`config.mk`:
```
export PLATFORM = sky130hd
export DESIGN_NAME = alu_seq
export DESIGN_NICKNAME = d
export VERILOG_FILES = /design/src/rtl/alu_seq.sv
export SDC_FILE = /design/constraint.sdc
export NUM_CORES = 1
export LEC_CHECK = 0
export ABC_CLOCK_PERIOD_IN_PS = 17600
export CAP_MARGIN = 10
export CORE_MARGIN = 3
export CORE_UTILIZATION = 38
export DETAILED_ROUTE_END_ITERATION = 6
export GPL_ROUTABILITY_DRIVEN = 0
export SLEW_MARGIN = 0
export SYNTH_ARGS = -nofsm -noshare
export SYNTH_HDL_FRONTEND = slang
export SYNTH_SLANG_ARGS = --single-unit
```
`constraint.sdc`:
```
create_clock -name clk -period 17.6 [get_ports clk]
set_clock_uncertainty 0.05 [all_clocks]
set_input_delay 3.52 -clock clk [delete_from_list [all_inputs] [get_ports clk]]
set_output_delay 3.52 -clock clk [all_outputs]
set_load 0.005 [all_outputs]
```
`src/rtl/alu_seq.sv`:
```
// Registered RV32-style ALU with valid/ready handshakes, status flags and an iterative MUL.
// Latency: 1 cycle for all ops except MUL, which takes exactly WIDTH cycles.
// Backpressure: a pending result holds until out_ready; no new op is accepted until it drains.
module alu_seq #(
    parameter int WIDTH = 32
) (
    input  logic             clk,
    input  logic             reset,
    input  logic             in_valid,
    output logic             in_ready,
    input  logic [WIDTH-1:0] a,
    input  logic [WIDTH-1:0] b,
    input  logic [3:0]       op,
    output logic             out_valid,
    input  logic             out_ready,
    output logic [WIDTH-1:0] out_data,
    output logic             zero,
    output logic             carry,
    output logic             ovf,
    output logic             busy
);

    localparam int SH_W  = $clog2(WIDTH);
    localparam int CNT_W = $clog2(WIDTH + 1);
    localparam int MSB   = WIDTH - 1;

    localparam logic [0:0] S_IDLE = 1'b0;
    localparam logic [0:0] S_BUSY = 1'b1;

    localparam logic [3:0] OP_ADD  = 4'b0000;
    localparam logic [3:0] OP_SUB  = 4'b0001;
    localparam logic [3:0] OP_AND  = 4'b0010;
    localparam logic [3:0] OP_OR   = 4'b0011;
    localparam logic [3:0] OP_XOR  = 4'b0100;
    localparam logic [3:0] OP_SLT  = 4'b0101;
    localparam logic [3:0] OP_SLTU = 4'b0110;
    localparam logic [3:0] OP_SLL  = 4'b0111;
    localparam logic [3:0] OP_SRL  = 4'b1000;
    localparam logic [3:0] OP_SRA  = 4'b1001;
    localparam logic [3:0] OP_MUL  = 4'b1010;

    logic [0:0]              state;
    logic [WIDTH-1:0]        mcand;
    logic [WIDTH-1:0]        mplier;
    logic [WIDTH-1:0]        acc;
    logic [WIDTH-1:0]        acc_next;
    logic [CNT_W-1:0]        cnt;

    logic [SH_W-1:0]         shamt;
    logic signed [WIDTH-1:0] sra_res;
    logic [WIDTH:0]          sum_ext;
    logic [WIDTH-1:0]        alu_res;
    logic                    alu_carry;
    logic                    alu_ovf;
    logic                    accept;
    logic                    xfer;

    assign shamt    = b[SH_W-1:0];
    assign sra_res  = $signed(a) >>> shamt;
    assign busy     = (state == S_BUSY);
    assign in_ready = (state == S_IDLE) && (!out_valid || out_ready);
    assign accept   = in_valid && in_ready;
    assign xfer     = out_valid && out_ready;
    assign acc_next = mplier[0] ? (acc + mcand) : acc;

    always_comb begin
        alu_res   = '0;
        alu_carry = 1'b0;
        alu_ovf   = 1'b0;
        sum_ext   = '0;
        case (op)
            OP_ADD: begin
                sum_ext   = {1'b0, a} + {1'b0, b};
                alu_res   = sum_ext[WIDTH-1:0];
                alu_carry = sum_ext[WIDTH];
                alu_ovf   = (a[MSB] == b[MSB]) && (alu_res[MSB] != a[MSB]);
            end
            OP_SUB: begin
                // Carry out of a + ~b + 1 is the "no borrow" indication.
                sum_ext   = {1'b0, a} + {1'b0, ~b} + {{WIDTH{1'b0}}, 1'b1};
                alu_res   = sum_ext[WIDTH-1:0];
                alu_carry = sum_ext[WIDTH];
                alu_ovf   = (a[MSB] != b[MSB]) && (alu_res[MSB] != a[MSB]);
            end
            OP_AND:  alu_res = a & b;
            OP_OR:   alu_res = a | b;
            OP_XOR:  alu_res = a ^ b;
            OP_SLT:  alu_res = {{(WIDTH-1){1'b0}}, ($signed(a) < $signed(b))};
            OP_SLTU: alu_res = {{(WIDTH-1){1'b0}}, (a < b)};
            OP_SLL:  alu_res = a << shamt;
            OP_SRL:  alu_res = a >> shamt;
            OP_SRA:  alu_res = sra_res;
            default: alu_res = '0;
        endcase
    end

    always_ff @(posedge clk) begin
        if (reset) begin
            state     <= S_IDLE;
            out_valid <= 1'b0;
            out_data  <= '0;
            zero      <= 1'b0;
            carry     <= 1'b0;
            ovf       <= 1'b0;
            mcand     <= '0;
            mplier    <= '0;
            acc       <= '0;
            cnt       <= '0;
        end else begin
            if (xfer) begin
                out_valid <= 1'b0;
            end
            case (state)
                S_IDLE: begin
                    if (accept) begin
                        if (op == OP_MUL) begin
                            state  <= S_BUSY;
                            mcand  <= a;
                            mplier <= b;
                            acc    <= '0;
                            cnt    <= CNT_W'(WIDTH);
                        end else begin
                            out_data  <= alu_res;
                            zero      <= (alu_res == '0);
                            carry     <= alu_carry;
                            ovf       <= alu_ovf;
                            out_valid <= 1'b1;
                        end
                    end
                end
                S_BUSY: begin
                    acc    <= acc_next;
                    mcand  <= mcand << 1;
                    mplier <= mplier >> 1;
                    cnt    <= cnt - CNT_W'(1);
                    // Output register is guaranteed empty here: MUL only starts when it drains.
                    if (cnt == CNT_W'(1)) begin
                        out_data  <= acc_next;
                        zero      <= (acc_next == '0);
                        carry     <= 1'b0;
                        ovf       <= 1'b0;
                        out_valid <= 1'b1;
                        state     <= S_IDLE;
                    end
                end
                default: state <= S_IDLE;
            endcase
        end
    end

endmodule

```
==> metrics <==
ANT cells 0; most frequent cell after synthesis a21oi_1; leakage power approximately 7.7 nW; CTS tree built; Initial Utilization just under 40%; HP Class reg2reg; worst r2r src mcand[0]; worst relative slew slack about 26%; Yosys top cell area share 15.9%; residual DRC count 25; Worst EP arrival roughly 9000 ps; top cells by instance count after synthesis a21oi_1, nand2_1, nor2_1; multi-input logic area 13500 sq um; R2R Path End zero; worst-case clock buffer depth 2; asr flop ratio synth 0%; leading area contributor after synthesis dfxtp_1; Worst Max-Slew Pin Slew 1100 ps; CP required 17910 ps; cts-stage hold buffer count 0; worst hold path startpoint out_data[22]; met1 GRT Util 42.1%; Fin Hold WS roughly 400 ps; PortBufs 109; nets@finish 2633; syn avg cell area around 7.2 sq um; Setup TNS 0 ps; GRT met3 Usage between 8 and 9%; crit path time final 8720 ps; first-pass GRT wire length around 120000 microns; Post CTS Setup Buffer Count 0; R2R cell count 13; type of the worst setup path in2reg; Routed WL per cell 25.8 microns; Overflow after GRT 0; DIE AREA between 40000 and 50000 sq um; Vias 20300; Max IR drop VDD 58.3 uV; Power, Total 0.00111 W; ratio of cells with drive above 1 in the final layout 8.41%; Startpoint Class input port; fin. max-slew vios 0; Synth area leaders dfxtp_1, ha_1, a21oi_1; instance count of the mapped netlist 2448; clk slew on worst S/H paths 60 ps; Core ar. 45500 sq um; largest net degree at the start of global routing 89; max-cap violation count 0; status finished with violations; synthesized area 17500 sq um; Yosys cell types 88; post-CTS sizing 0; Worst Setup SP b[2]; pre-CTS setup slack 8670 ps; reg-to-reg slack, setup 13180 ps; Pwr per Cell Area 56.9 nW/um^2; Register Area 2790 sq um; fin util 42.8%; Die Wd 221 microns; Setup Viol. Count Final 0; flops & latches, synth roughly 140; P&R area growth vs syn 11.0%; GR peak layer met2; sequential fraction of the synthesis area 15.9%; Max Fclk 115 MHz; Final Cycle Share 49.6%; DRT iter0 DRCs 3165; post-route setup slack 8880 ps; total track usage 31.4%; IO Pins 110; placed wire-length estimate 58600 microns; H-tree depth 4; Setup crit end kind register; Synth Flop Type dfxtp_1; Mapped Nets 2656; worst-path fanout max 59; antenna viol nets, final 0; RSZ-0062 raised after global routing no; worst-skew pair later-pin latency ~450 ps; vias in the first global route 18600; fill count approximately 4700; failing checks design-rule violations; Worst Hold Depth 2; Root Driver clkbuf_16; CTS sink count between 100 and 150; initial antenna violation count 0; Die Y 221 microns; CTS Buf Count 17; met2 Resource Use GR ~44%; Routed WL 78400 microns; row count 78; worst setup path end zero; EDFF count, synth 0; vias per inst 6.69; Yosys warning count 0; Final Hold Viols 0; drt first pass iters 7
-- routing by layer --
layer,up-vias,wire length [microns]
met1,9498,31800
met2,1466,31300
met4,0,6050
met5,-,0
met3,335,9280
li1,9036,-
-- how the worst min path moves through the flow --
stage | end | slack [ps]
after global placement | out_data[25] | 400
final | out_data[22] | 400
after CTS | out_data[22] | 410
after floorplan | out_data[13] | 400
after detailed placement | out_data[22] | 400
after global routing | out_data[22] | 440
-- cell families after synthesis --
family | after synthesis | share of synthesized area (%)
buf+inv | 305 | 7.00
xor+xnor | 16 | 0.800
compound gates | 821 | 30.9
mux | 149 | 12.1
flops | 139 | 15.9
simple gates | 882 | 23.5
fa+ha+maj | 136 | 9.84
-- cell usage in the layout, fill, tap and decap left out, types with 12 or more instances in the layout --
cell and n:
a21o_1 35, and3_1 34, o221ai_1 16, clkdlybuf4s50_1 103, nor2_1 268, nand2b_1 29, buf_4 45, a21oi_1 281
nor2b_1 24, mux4_2 45, dfxtp_1 138, nand4_1 25, or3_1 14, a211o_1 18, clkbuf_16 17, ha_1 133
nor3_1 54, o22ai_1 20, inv_1 109, and2_1 17, a31oi_1 23, o31ai_1 12, o21bai_1 15, o21ai_0 111
mux2_2 42, mux2i_1 58, nor4_1 17, a221oi_1 23, nand3_1 59, o211ai_1 30, o21a_1 21, o2111ai_1 12
a211oi_1 42, a22oi_1 50, o311ai_0 13, nand2_1 278
-- power by group --
part | total, W | switching [W] | internal, W | leakage (nW)
clock network | 0.000365 | 0.000165 | 0.000199 | 0.281
registers | 0.000330 | 0.00000738 | 0.000323 | 1.13
logic | 0.000413 | 0.000267 | 0.000146 | 6.31
-- critical path, stage by stage --
cell and delay, ps:
buf_2 80, buf_4 540, inv_2 490, ha_1 540, a211oi_2 360, o211ai_1 190
a41o_1 340, a211oi_2 370, o21ai_0 360, a311oi_1 680, nor3_1 100, a2111oi_0 460
nand4_1 140, or4_1 620, o31ai_1 210
-- metrics by stage --
stage,cell area (sq um),std cells
floorplan,17500,2448
global placement,18900,3006
detailed placement,18900,3006
CTS,19500,3038
global route,19500,3038
finish,19500,3038
-- registers in the layout, summed over array words and instances (netlist names) --
register   cells
ovf            1
carry          1
out_valid      1
acc           32
mcand         32
mplier        32
zero           1
busy           1
cnt            6
out_data      32
-- layout make-up --
| class | instances | area share [%] |
|---|---|---|
| flip-flops and latches | 139 | 14.3 |
| well taps | 600 | 3.86 |
| clock buffers | 17 | 2.19 |
| clock inverters | 15 | 0.791 |
| repair buffers | 152 | 7.14 |
| multi-input cells | 2004 | 69.6 |
| inverters | 111 | 2.14 |
(Power assumes the default switching activity.)
